$ cat config.mk
export PLATFORM = sky130hd
export DESIGN_NAME = ov7670_frame_capture_flat
export DESIGN_NICKNAME = d
export VERILOG_FILES = /design/src/rtl/ov7670_frame_capture_if.sv /design/src/rtl/ov7670_frame_capture.sv /design/src/flat_wrapper.sv
export SDC_FILE = /design/constraint.sdc
export NUM_CORES = 1
export LEC_CHECK = 0
export CAP_MARGIN = 5
export CORE_MARGIN = 2
export CORE_UTILIZATION = 35
export CTS_BUF_LIST = sky130_fd_sc_hd__clkbuf_8
export CTS_CLUSTER_DIAMETER = 40
export DETAILED_ROUTE_END_ITERATION = 6
export DONT_BUFFER_PORTS = 1
export PLACE_DENSITY_LB_ADDON = 0.3
export SLEW_MARGIN = 40
export SYNTH_ARGS = -nofsm -noshare
export SYNTH_HDL_FRONTEND = slang
export SYNTH_SLANG_ARGS = --single-unit
$ cat constraint.sdc
create_clock -name pclk_i -period 5.95 [get_ports pclk_i]
set_input_delay 0.8925 -clock pclk_i [delete_from_list [all_inputs] [get_ports pclk_i]]
set_output_delay 0.8925 -clock pclk_i [all_outputs]
set_load 0.05 [all_outputs]
$ cat src/rtl/ov7670_frame_capture_if.sv
// Camera pin bundle plus frame-buffer write port of the OV7670 capture block.
interface ov7670_frame_capture_if #(
  parameter int ADDR_W = 19
);
  logic              vsync;
  logic              href;
  logic [7:0]        data;
  logic [11:0]       rgb;
  logic [ADDR_W-1:0] wr_addr;
  logic              wr_en;

  modport master (output vsync, href, data, input rgb, wr_addr, wr_en);
  modport slave  (input vsync, href, data, output rgb, wr_addr, wr_en);
endinterface

$ cat src/rtl/ov7670_frame_capture.sv
// OV7670 byte-pair deserialiser: assembles RGB444 pixels and linear frame-buffer
// write addresses, with frame/line status and error reporting.
module ov7670_frame_capture #(
  parameter int H_ACTIVE = 640,
  parameter int V_ACTIVE = 480,
  parameter int ADDR_W   = 19
) (
  input  logic                   pclk_i,
  input  logic                   rst_i,
  input  logic [1:0]             mode_i,
  ov7670_frame_capture_if.slave  cam_if,
  output logic                   frame_start_o,
  output logic                   frame_done_o,
  output logic                   line_err_o,
  output logic                   frame_err_o,
  output logic                   err_sticky_o,
  output logic [15:0]            frame_cnt_o
);
  localparam int COL_W = $clog2(H_ACTIVE + 1);
  localparam int ROW_W = $clog2(V_ACTIVE + 1);
  localparam logic [COL_W-1:0]  H_LAST = COL_W'(H_ACTIVE);
  localparam logic [ROW_W-1:0]  V_LAST = ROW_W'(V_ACTIVE);
  localparam logic [ADDR_W-1:0] H_STEP = ADDR_W'(H_ACTIVE);

  typedef enum logic [2:0] {S_SYNC, S_VBLANK, S_LINE_WAIT, S_CAPTURE, S_DONE} state_e;

  state_e             state_q, state_d;
  logic [1:0]         mode_q, mode_d;
  logic               phase_q, phase_d, excess_q, excess_d;
  logic [7:0]         byte1_q, byte1_d;
  logic [COL_W-1:0]   col_q, col_d;
  logic [ROW_W-1:0]   row_q, row_d, row_inc;
  logic [ADDR_W-1:0]  base_q, base_d, wr_addr_q, wr_addr_d;
  logic [11:0]        rgb_q, rgb_d;
  logic               wr_en_q, wr_en_d, fstart_q, fstart_d, fdone_q, fdone_d;
  logic               lerr_q, lerr_d, ferr_q, ferr_d, sticky_q, sticky_d;
  logic [15:0]        fcnt_q, fcnt_d;

  function automatic logic [11:0] conv_pix(input logic [1:0] m, input logic [7:0] b1,
                                           input logic [7:0] b2);
    logic [11:0] px;
    case (m)
      2'd1:    px = {b1[7:4], b1[2:0], b2[7], b2[4:1]};
      2'd2:    px = {b1[7:4], b1[7:4], b1[7:4]};
      default: px = {b1[3:0], b2[7:4], b2[3:0]};
    endcase
    return px;
  endfunction

  assign row_inc = row_q + ROW_W'(1);

  // State and datapath register bank
  always_ff @(posedge pclk_i) begin
    if (rst_i) begin
      state_q   <= S_SYNC;
      mode_q    <= 2'd0;
      phase_q   <= 1'b0;
      excess_q  <= 1'b0;
      byte1_q   <= 8'd0;
      col_q     <= '0;
      row_q     <= '0;
      base_q    <= '0;
      wr_addr_q <= '0;
      rgb_q     <= 12'd0;
      wr_en_q   <= 1'b0;
      fstart_q  <= 1'b0;
      fdone_q   <= 1'b0;
      lerr_q    <= 1'b0;
      ferr_q    <= 1'b0;
      sticky_q  <= 1'b0;
      fcnt_q    <= 16'd0;
    end else begin
      state_q   <= state_d;
      mode_q    <= mode_d;
      phase_q   <= phase_d;
      excess_q  <= excess_d;
      byte1_q   <= byte1_d;
      col_q     <= col_d;
      row_q     <= row_d;
      base_q    <= base_d;
      wr_addr_q <= wr_addr_d;
      rgb_q     <= rgb_d;
      wr_en_q   <= wr_en_d;
      fstart_q  <= fstart_d;
      fdone_q   <= fdone_d;
      lerr_q    <= lerr_d;
      ferr_q    <= ferr_d;
      sticky_q  <= sticky_d;
      fcnt_q    <= fcnt_d;
    end
  end

  // Next-state and pulse generation
  always_comb begin
    state_d   = state_q;
    mode_d    = mode_q;
    phase_d   = phase_q;
    excess_d  = excess_q;
    byte1_d   = byte1_q;
    col_d     = col_q;
    row_d     = row_q;
    base_d    = base_q;
    wr_addr_d = wr_addr_q;
    rgb_d     = rgb_q;
    wr_en_d   = 1'b0;
    fstart_d  = 1'b0;
    fdone_d   = 1'b0;
    lerr_d    = 1'b0;
    ferr_d    = 1'b0;
    fcnt_d    = fcnt_q;
    case (state_q)
      S_SYNC: begin
        if (cam_if.vsync) state_d = S_VBLANK;
        else              state_d = S_SYNC;
      end
      S_VBLANK: begin
        if (!cam_if.vsync) begin
          state_d  = S_LINE_WAIT;
          row_d    = '0;
          base_d   = '0;
          phase_d  = 1'b0;
          excess_d = 1'b0;
          mode_d   = (mode_i == 2'd3) ? 2'd0 : mode_i;
          fstart_d = 1'b1;
        end else begin
          state_d = S_VBLANK;
        end
      end
      S_LINE_WAIT: begin
        if (cam_if.vsync) begin
          state_d = S_VBLANK;
          ferr_d  = (row_q < V_LAST);
        end else if (cam_if.href) begin
          state_d  = S_CAPTURE;
          col_d    = '0;
          byte1_d  = cam_if.data;
          phase_d  = 1'b1;
          excess_d = 1'b0;
        end else begin
          state_d = S_LINE_WAIT;
        end
      end
      S_CAPTURE: begin
        if (cam_if.vsync) begin
          state_d = S_VBLANK;
          ferr_d  = (row_q < V_LAST);
        end else if (cam_if.href) begin
          if (!phase_q) begin
            byte1_d = cam_if.data;
            phase_d = 1'b1;
          end else begin
            phase_d = 1'b0;
            if (col_q < H_LAST) begin
              wr_en_d   = 1'b1;
              rgb_d     = conv_pix(mode_q, byte1_q, cam_if.data);
              wr_addr_d = base_q + ADDR_W'(col_q);
              col_d     = col_q + COL_W'(1);
            end else begin
              excess_d = 1'b1;
            end
          end
        end else begin
          // Base advances by a full line even on short lines to keep rows aligned
          lerr_d   = (col_q != H_LAST) | phase_q | excess_q;
          row_d    = row_inc;
          base_d   = base_q + H_STEP;
          phase_d  = 1'b0;
          excess_d = 1'b0;
          if (row_inc == V_LAST) begin
            fdone_d = 1'b1;
            fcnt_d  = fcnt_q + 16'd1;
            state_d = S_DONE;
          end else begin
            state_d = S_LINE_WAIT;
          end
        end
      end
      S_DONE: begin
        if (cam_if.vsync) state_d = S_VBLANK;
        else              state_d = S_DONE;
      end
      default: state_d = S_SYNC;
    endcase
    sticky_d = sticky_q | lerr_d | ferr_d;
  end

  assign cam_if.rgb     = rgb_q;
  assign cam_if.wr_addr = wr_addr_q;
  assign cam_if.wr_en   = wr_en_q;
  assign frame_start_o  = fstart_q;
  assign frame_done_o   = fdone_q;
  assign line_err_o     = lerr_q;
  assign frame_err_o    = ferr_q;
  assign err_sticky_o   = sticky_q;
  assign frame_cnt_o    = fcnt_q;
endmodule

$ cat src/flat_wrapper.sv
// flat-port wrapper written by rule: the top's interface ports become plain ports
module ov7670_frame_capture_flat 
#(
  parameter int H_ACTIVE = 640,
  parameter int V_ACTIVE = 480,
  parameter int ADDR_W   = 19
)
  (pclk_i, rst_i, mode_i, frame_start_o, frame_done_o, line_err_o, frame_err_o, err_sticky_o, frame_cnt_o, cam_if_vsync, cam_if_href, cam_if_data, cam_if_rgb, cam_if_wr_addr, cam_if_wr_en);
  ov7670_frame_capture_if #(.ADDR_W(ADDR_W)) cam_if_i ();
  input  logic pclk_i;
  input  logic rst_i;
  input  logic [1:0] mode_i;
  output logic frame_start_o;
  output logic frame_done_o;
  output logic line_err_o;
  output logic frame_err_o;
  output logic err_sticky_o;
  output logic [15:0] frame_cnt_o;
  input wire logic [$bits(cam_if_i.vsync)-1:0] cam_if_vsync;
  input wire logic [$bits(cam_if_i.href)-1:0] cam_if_href;
  input wire logic [$bits(cam_if_i.data)-1:0] cam_if_data;
  output wire logic [$bits(cam_if_i.rgb)-1:0] cam_if_rgb;
  output wire logic [$bits(cam_if_i.wr_addr)-1:0] cam_if_wr_addr;
  output wire logic [$bits(cam_if_i.wr_en)-1:0] cam_if_wr_en;
  assign cam_if_i.vsync = cam_if_vsync;
  assign cam_if_i.href = cam_if_href;
  assign cam_if_i.data = cam_if_data;
  assign cam_if_rgb = cam_if_i.rgb;
  assign cam_if_wr_addr = cam_if_i.wr_addr;
  assign cam_if_wr_en = cam_if_i.wr_en;
  ov7670_frame_capture #(.H_ACTIVE(H_ACTIVE), .V_ACTIVE(V_ACTIVE), .ADDR_W(ADDR_W)) u_core (.pclk_i(pclk_i), .rst_i(rst_i), .mode_i(mode_i), .cam_if(cam_if_i), .frame_start_o(frame_start_o), .frame_done_o(frame_done_o), .line_err_o(line_err_o), .frame_err_o(frame_err_o), .err_sticky_o(err_sticky_o), .frame_cnt_o(frame_cnt_o));
endmodule
Yosys cells after proc, flatten, opt, wreduce, memory -nomap -nowiden:

Index checks and enable logic that the tools add are counted.
W data, S select, Z words.

* register bits: 106
* output and inout port bits: 53
* logic and storage cells: 124

* add/sub/neg operators: 5
* magnitude comparators: 2
* equal/unequal tests: 21
* multiplexer cells: 54
* bitwise operators: 9
* reduce and logical (&&, ||, !) cells: 16

Operators with widths (number)
* $mux W10: 6
* $mux W19: 3
* $mux W8: 5
* $pmux W19 S2: 1
* $mux W9: 3
* $pmux W12 S2: 1
* $mux W1: 22
* $pmux W10 S2: 1
* $add A19 B10 Y19: 1
* $add A19 B10 Y19 const B: 1
* $pmux W9 S2: 1
* $add A16 B1 Y16 const B: 1
* $pmux W8 S2: 1
* $mux W3: 5
* $pmux W3 S5: 1
* $ne A2 B2 Y1 const B: 7
* $reduce_and A7 Y1: 2
* $add A10 B1 Y10 const B: 1
* $lt A10 B10 Y1 const B: 1
* $ne A10 B10 Y1 const B: 1
* $reduce_and A5 Y1: 2
* $add A9 B1 Y9 const B: 1
* $eq A9 B9 Y1 const B: 1
* $lt A9 B9 Y1 const B: 1
* other kinds (21): 37

Logic depth before layout (Yosys ltp):

* depth in word-level cells: 8
* gate-level depth with buffers: 9
* gate-level depth less buffers: 7

Worst setup path before layout:

Ideal clock, no wire load.

* path type: input -> register
* start point: input port cam_if_href
* end point: register u_core.fcnt_q[5] (netlist: u_core.frame_cnt_o[5])
* arrival: 2411 ps
* required time: 5818 ps
* path slack: 3406 ps
* stages: 7
* buffers on the path: 3
* cells stage by stage: clkbuf_1 -> nor3_1 -> clkbuf_1 -> nand4_2 -> buf_2 -> o31ai_1 -> a21oi_1

* cells in the longest elaborated chain, start to end: 2

Ends and longest elaborated chain
* start: declaration: RTL line flat_wrapper.sv:20 `input wire logic [$bits(cam_if_i.href)-1:0] cam_if_href;`
* $not A1 Y1 (no line)
* $reduce_and A4 Y1 (no line)
* end signal: assignment: RTL line ov7670_frame_capture.sv:89 `fcnt_q <= fcnt_d;`
* end: declaration: RTL line ov7670_frame_capture.sv:37 `logic [15:0] fcnt_q, fcnt_d;`

No other way between the ends.
A chain may end at the register's enable or synchronous reset.

Final worst setup path:

* start point: register u_core.fcnt_q[3] (netlist: u_core.frame_cnt_o[3])
* end point: register u_core.fcnt_q[15] (netlist: u_core.frame_cnt_o[15])

* cells in the longest elaborated chain, start to end: 1

Ends and longest elaborated chain
* $add A16 B1 Y16: RTL line ov7670_frame_capture.sv:171 `fcnt_d = fcnt_q + 16'd1;`

No other way between the ends.

==> impl_metrics.csv <==
group,metric,value,unit
worst_setup_path,timing.critical_path.fanout_max,5,
cts,cts_tree,"yes",
route,vias_per_cell,5.39,
logic_synthesis,synth_edf_count,0,
placement,placed_cells,702,
cells_and_area,insertedDiodeCount,0,
timing,skew,0.0197,ns
worst_setup_path,worstSetupStartpointType,"register",
worst_setup_path,worstPathArrival,3.03,ns
floorplanning,top_level_ports,67,
route,dr_drc_count,0,
logic_synthesis,post_synth_main_area_contributors,"sky130_fd_sc_hd__dfxtp_1 43%, sky130_fd_sc_hd__nand2_1 5.3%, sky130_fd_sc_hd__nor2_1 5.3%, sky130_fd_sc_hd__a21oi_1 5.0%, sky130_fd_sc_hd__xnor2_1 3.2%",
timing,grt_setup_unrepaired,"no",
floorplanning,height_of_the_die,119,um
cells_and_area,area_growth_syn_to_layout,5.78,%
cts,clockBufferDepth,2,
logic_synthesis,synthCells,560,
worst_setup_path,reg2reg_to,"u_core.frame_cnt_o[15]",
timing,timing.final.max_slew_violations,0,
pwr,post-layout-total-power,0.00110,W
timing,setup_tns,0,ns
cts,ctsHtreeMaxLevel,3,
cts,post_cts_resized,0,
logic_synthesis,synth_simple_gate_area_share,24.8,%
logic_synthesis,asyncSetResetFlopFracSynth,0,%
floorplanning,placeableCoreArea,13100,um^2
logic_synthesis,synth-seq-cells,99,
worst_setup_path,critPathRequiredTime,6.22,ns
pwr,power_density,224,nW/um^2
global_route,gr_util_met3,6.32,%
cells_and_area,num-nets-final,561,
cts,post-cts-setup-buffers,0,
logic_synthesis,synth.mux.area_fraction,2.19,%
placement,place_congestion,0.862,
floorplanning,design.die.area,14200,um^2
logic_synthesis,synth_sequential_area_ratio,42.8,%
route,routedWlPerCell,14.9,um
min_path,timing.hold.worst.start,"u_core.col_q[5]",
route,route.vias.total,3869,
timing,slew_headroom,50.6,%
logic_synthesis,syn-num-nets,584,
cells_and_area,final_layout_size_suffix_gt1_share,5.90,%
cts,postCtsHoldBufs,0,
route,firstDrtPassIters,4,
timing,max_freq,363,MHz
outcome,result_of_the_run,"finished clean",
global_route,grt_pass1_vias,3677,
global_route,grt_util_met2,25.0,%
route,drt_iter0_drc,278,
min_path,cells_on_worst_hold_path,2,
logic_synthesis,synth_area,4630,um^2
logic_synthesis,synth_top_area_share,42.8,%
logic_synthesis,synth_top_family_by_area,"simple AND/OR/NAND/NOR gates",
global_route,grt_use_total,15.6,%
logic_synthesis,post-synth-top-count-cell,"sky130_fd_sc_hd__dfxtp_1",
timing,setup_viol,0,
floorplanning,initial_utilization,35.4,%
logic_synthesis,yosysWarningCount,0,
logic_synthesis,avgSynthCellArea,8.27,um^2
pwr,total_leakage_power,1.60,nW
logic_synthesis,most_numerous_cell_types_in_the_synthesized_netlist,"99 x sky130_fd_sc_hd__dfxtp_1, 66 x sky130_fd_sc_hd__nand2_1, 65 x sky130_fd_sc_hd__nor2_1, 46 x sky130_fd_sc_hd__a21oi_1, 30 x sky130_fd_sc_hd__clkbuf_1",
global_route,grt.overflow.total,0,
min_path,worst_hold_path.endpoint,"u_core.cam_if.wr_addr[5]",
floorplanning,rows,42,
logic_synthesis,yosysTopAreaCell,"sky130_fd_sc_hd__dfxtp_1",
global_route,number_of_antenna_violations_at_the_first_check_in_global_routing,0,
cts,worst_skew_pair.late_latency,0.38,ns
global_route,wire_length_of_the_first_global_routing_pass,17900,um
logic_synthesis,dominantRegCellSynth,"sky130_fd_sc_hd__dfxtp_1",
placement,port_buffers,0,
worst_setup_path,worst_r2r_path_depth,6,
route,totalWireLength,10700,um
floorplanning,chip_width,119,um
cts,cts_sinks,99,
pwr,irDropWorstVdd,0.126,mV
worst_setup_path,crit-reg2reg-launch,"u_core.frame_cnt_o[3]",
timing,min_period_over_period,46.3,%
timing,timing.final.hold_violations,0,
cts,cts_root_buf,"sky130_fd_sc_hd__clkbuf_8",
timing,worstMarginPinSlew,0.741,ns
placement,hpwlAfterDp,7300,um
run,max_cap_viol_count,0,
cts,cts.reportedPaths.clkPinSlew,0.10,ns
cts,cts_buf_count,9,
cells_and_area,filler_cell_count,1356,
cells_and_area,number_of_cells_in_the_finished_layout_apart_from_fillers,718,
global_route,maximum_number_of_pins_on_one_net_before_global_route_repair,77,
route,ant_nets,0,
worst_setup_path,cp-end-kind,"register",
worst_setup_path,reg2reg_setup_slack,3.19,ns
global_route,gr-max-usage-layer,"met2",
logic_synthesis,synth-xor-area-share,5.67,%
min_path,min-delay-path-class,"register to register",
worst_setup_path,critical_path_class,"register to register",
logic_synthesis,number_of_distinct_library_cells_after_synthesis,53,
logic_synthesis,synth_compound_area_share,17.4,%
logic_synthesis,post_synth_adder_cell_area,2.70,%
timing,period_needed,2.76,ns
global_route,global_route.usage.met1,18.8,%
-- state kept, by name, summed over array words and instances (netlist names) --
| signal | count |
|---|---|
| u_core.col_q | 10 |
| u_core.err_sticky_o | 1 |
| u_core.frame_done_o | 1 |
| u_core.phase_q | 1 |
| u_core.line_err_o | 1 |
| u_core.cam_if.rgb | 12 |
| u_core.frame_err_o | 1 |
| u_core.frame_cnt_o | 16 |
| u_core.row_q | 9 |
| u_core.byte1_q | 8 |
| u_core.excess_q | 1 |
| u_core.frame_start_o | 1 |
| u_core.cam_if.wr_addr | 19 |
| u_core.base_q | 12 |
| u_core.mode_q | 2 |
| u_core.cam_if.wr_en | 1 |
| u_core.state_q | 3 |
-- report_power, final --
group	total [W]	internal (W)	leakage, nW	switching [W]
registers	0.000675	0.000666	0.798	0.00000878
logic	0.0000307	0.0000114	0.708	0.0000193
clock network	0.000393	0.000151	0.0957	0.000241
-- cell families (layout without fill, tap and decap cells) --
kind of cell / count (synthesis) / after routing
AO/OA/AOI/OAI: 128 / 128
XOR/XNOR: 30 / 30
adder cells (fa/ha/maj): 10 / 10
buffers and inverters: 51 / 33
flip-flops: 99 / 99
multiplexers: 10 / 10
AND/OR/NAND/NOR: 232 / 232
-- how the worst max path moves through the flow --
stage	from	endpoint	slack [ns]	cells past startpoint
floorplan	cam_if_href	u_core.frame_cnt_o[5]	3.41	7
global placement	u_core.frame_cnt_o[3]	u_core.frame_cnt_o[15]	3.26	6
detailed placement	u_core.frame_cnt_o[3]	u_core.frame_cnt_o[15]	3.18	6
CTS	u_core.frame_cnt_o[3]	u_core.frame_cnt_o[15]	3.17	6
global route	u_core.frame_cnt_o[3]	u_core.frame_cnt_o[15]	3.02	6
finish	u_core.frame_cnt_o[3]	u_core.frame_cnt_o[15]	3.19	6
-- cells in the final DEF (no fill, tap or decap), drive strengths merged, types with 4 or more instances in the layout --
cell type  instances
inv               16
clkbuf             9
and3               4
nand4             12
nor3              17
and2               5
a311oi             5
ha                10
clkinv             5
a22oi              8
nor3b              5
nand2             66
mux2i              9
or4                7
nor2              65
o21ai             28
xnor2             17
a211oi            19
a21oi             48
nand3b             5
xor2              13
or3               11
nand3             20
dfxtp             99
o31ai              6
-- per-layer routing --
layer  wire length [um]  vias up
met3                846        9
met4                 94        0
met2               4940       75
li1                   -     1930
met1               4820     1855
met5                  0        -
-- final cells by class --
class / count / area (um^2) / share of cell area [%]
Tap cell: 176 / 220 / 4.50
Inverter: 14 / 52.6 / 1.07
Timing Repair Buffer: 3 / 22.5 / 0.460
Sequential cell: 99 / 1980 / 40.5
Clock inverter: 7 / 47.5 / 0.971
Multi-Input combinational cell: 410 / 2450 / 50.0
Clock buffer: 9 / 124 / 2.53
-- worst max-delay path, stage by stage, from the launching register on --
cell and delay, ns:
sky130_fd_sc_hd__dfxtp_1 0.71, sky130_fd_sc_hd__nand3_1 0.26, sky130_fd_sc_hd__nor3_1 0.46, sky130_fd_sc_hd__nand4_1 0.19, sky130_fd_sc_hd__or2_2 0.36, sky130_fd_sc_hd__nor4_1 0.32
sky130_fd_sc_hd__mux2_2 0.37
-- stage by stage --
step	setup WS, ns	hold WS [ns]	util [%]	area, um^2
final	3.19	0.490	37.4	4900
after global routing	3.02	0.530	37.4	4900
after CTS	3.17	0.499	37.4	4900
after detailed placement	3.18	0.489	36.1	4730
after global placement	3.26	0.474	36.1	4730
after floorplan	3.41	0.464	-	4630
Power figures use the tool's default switching activity.
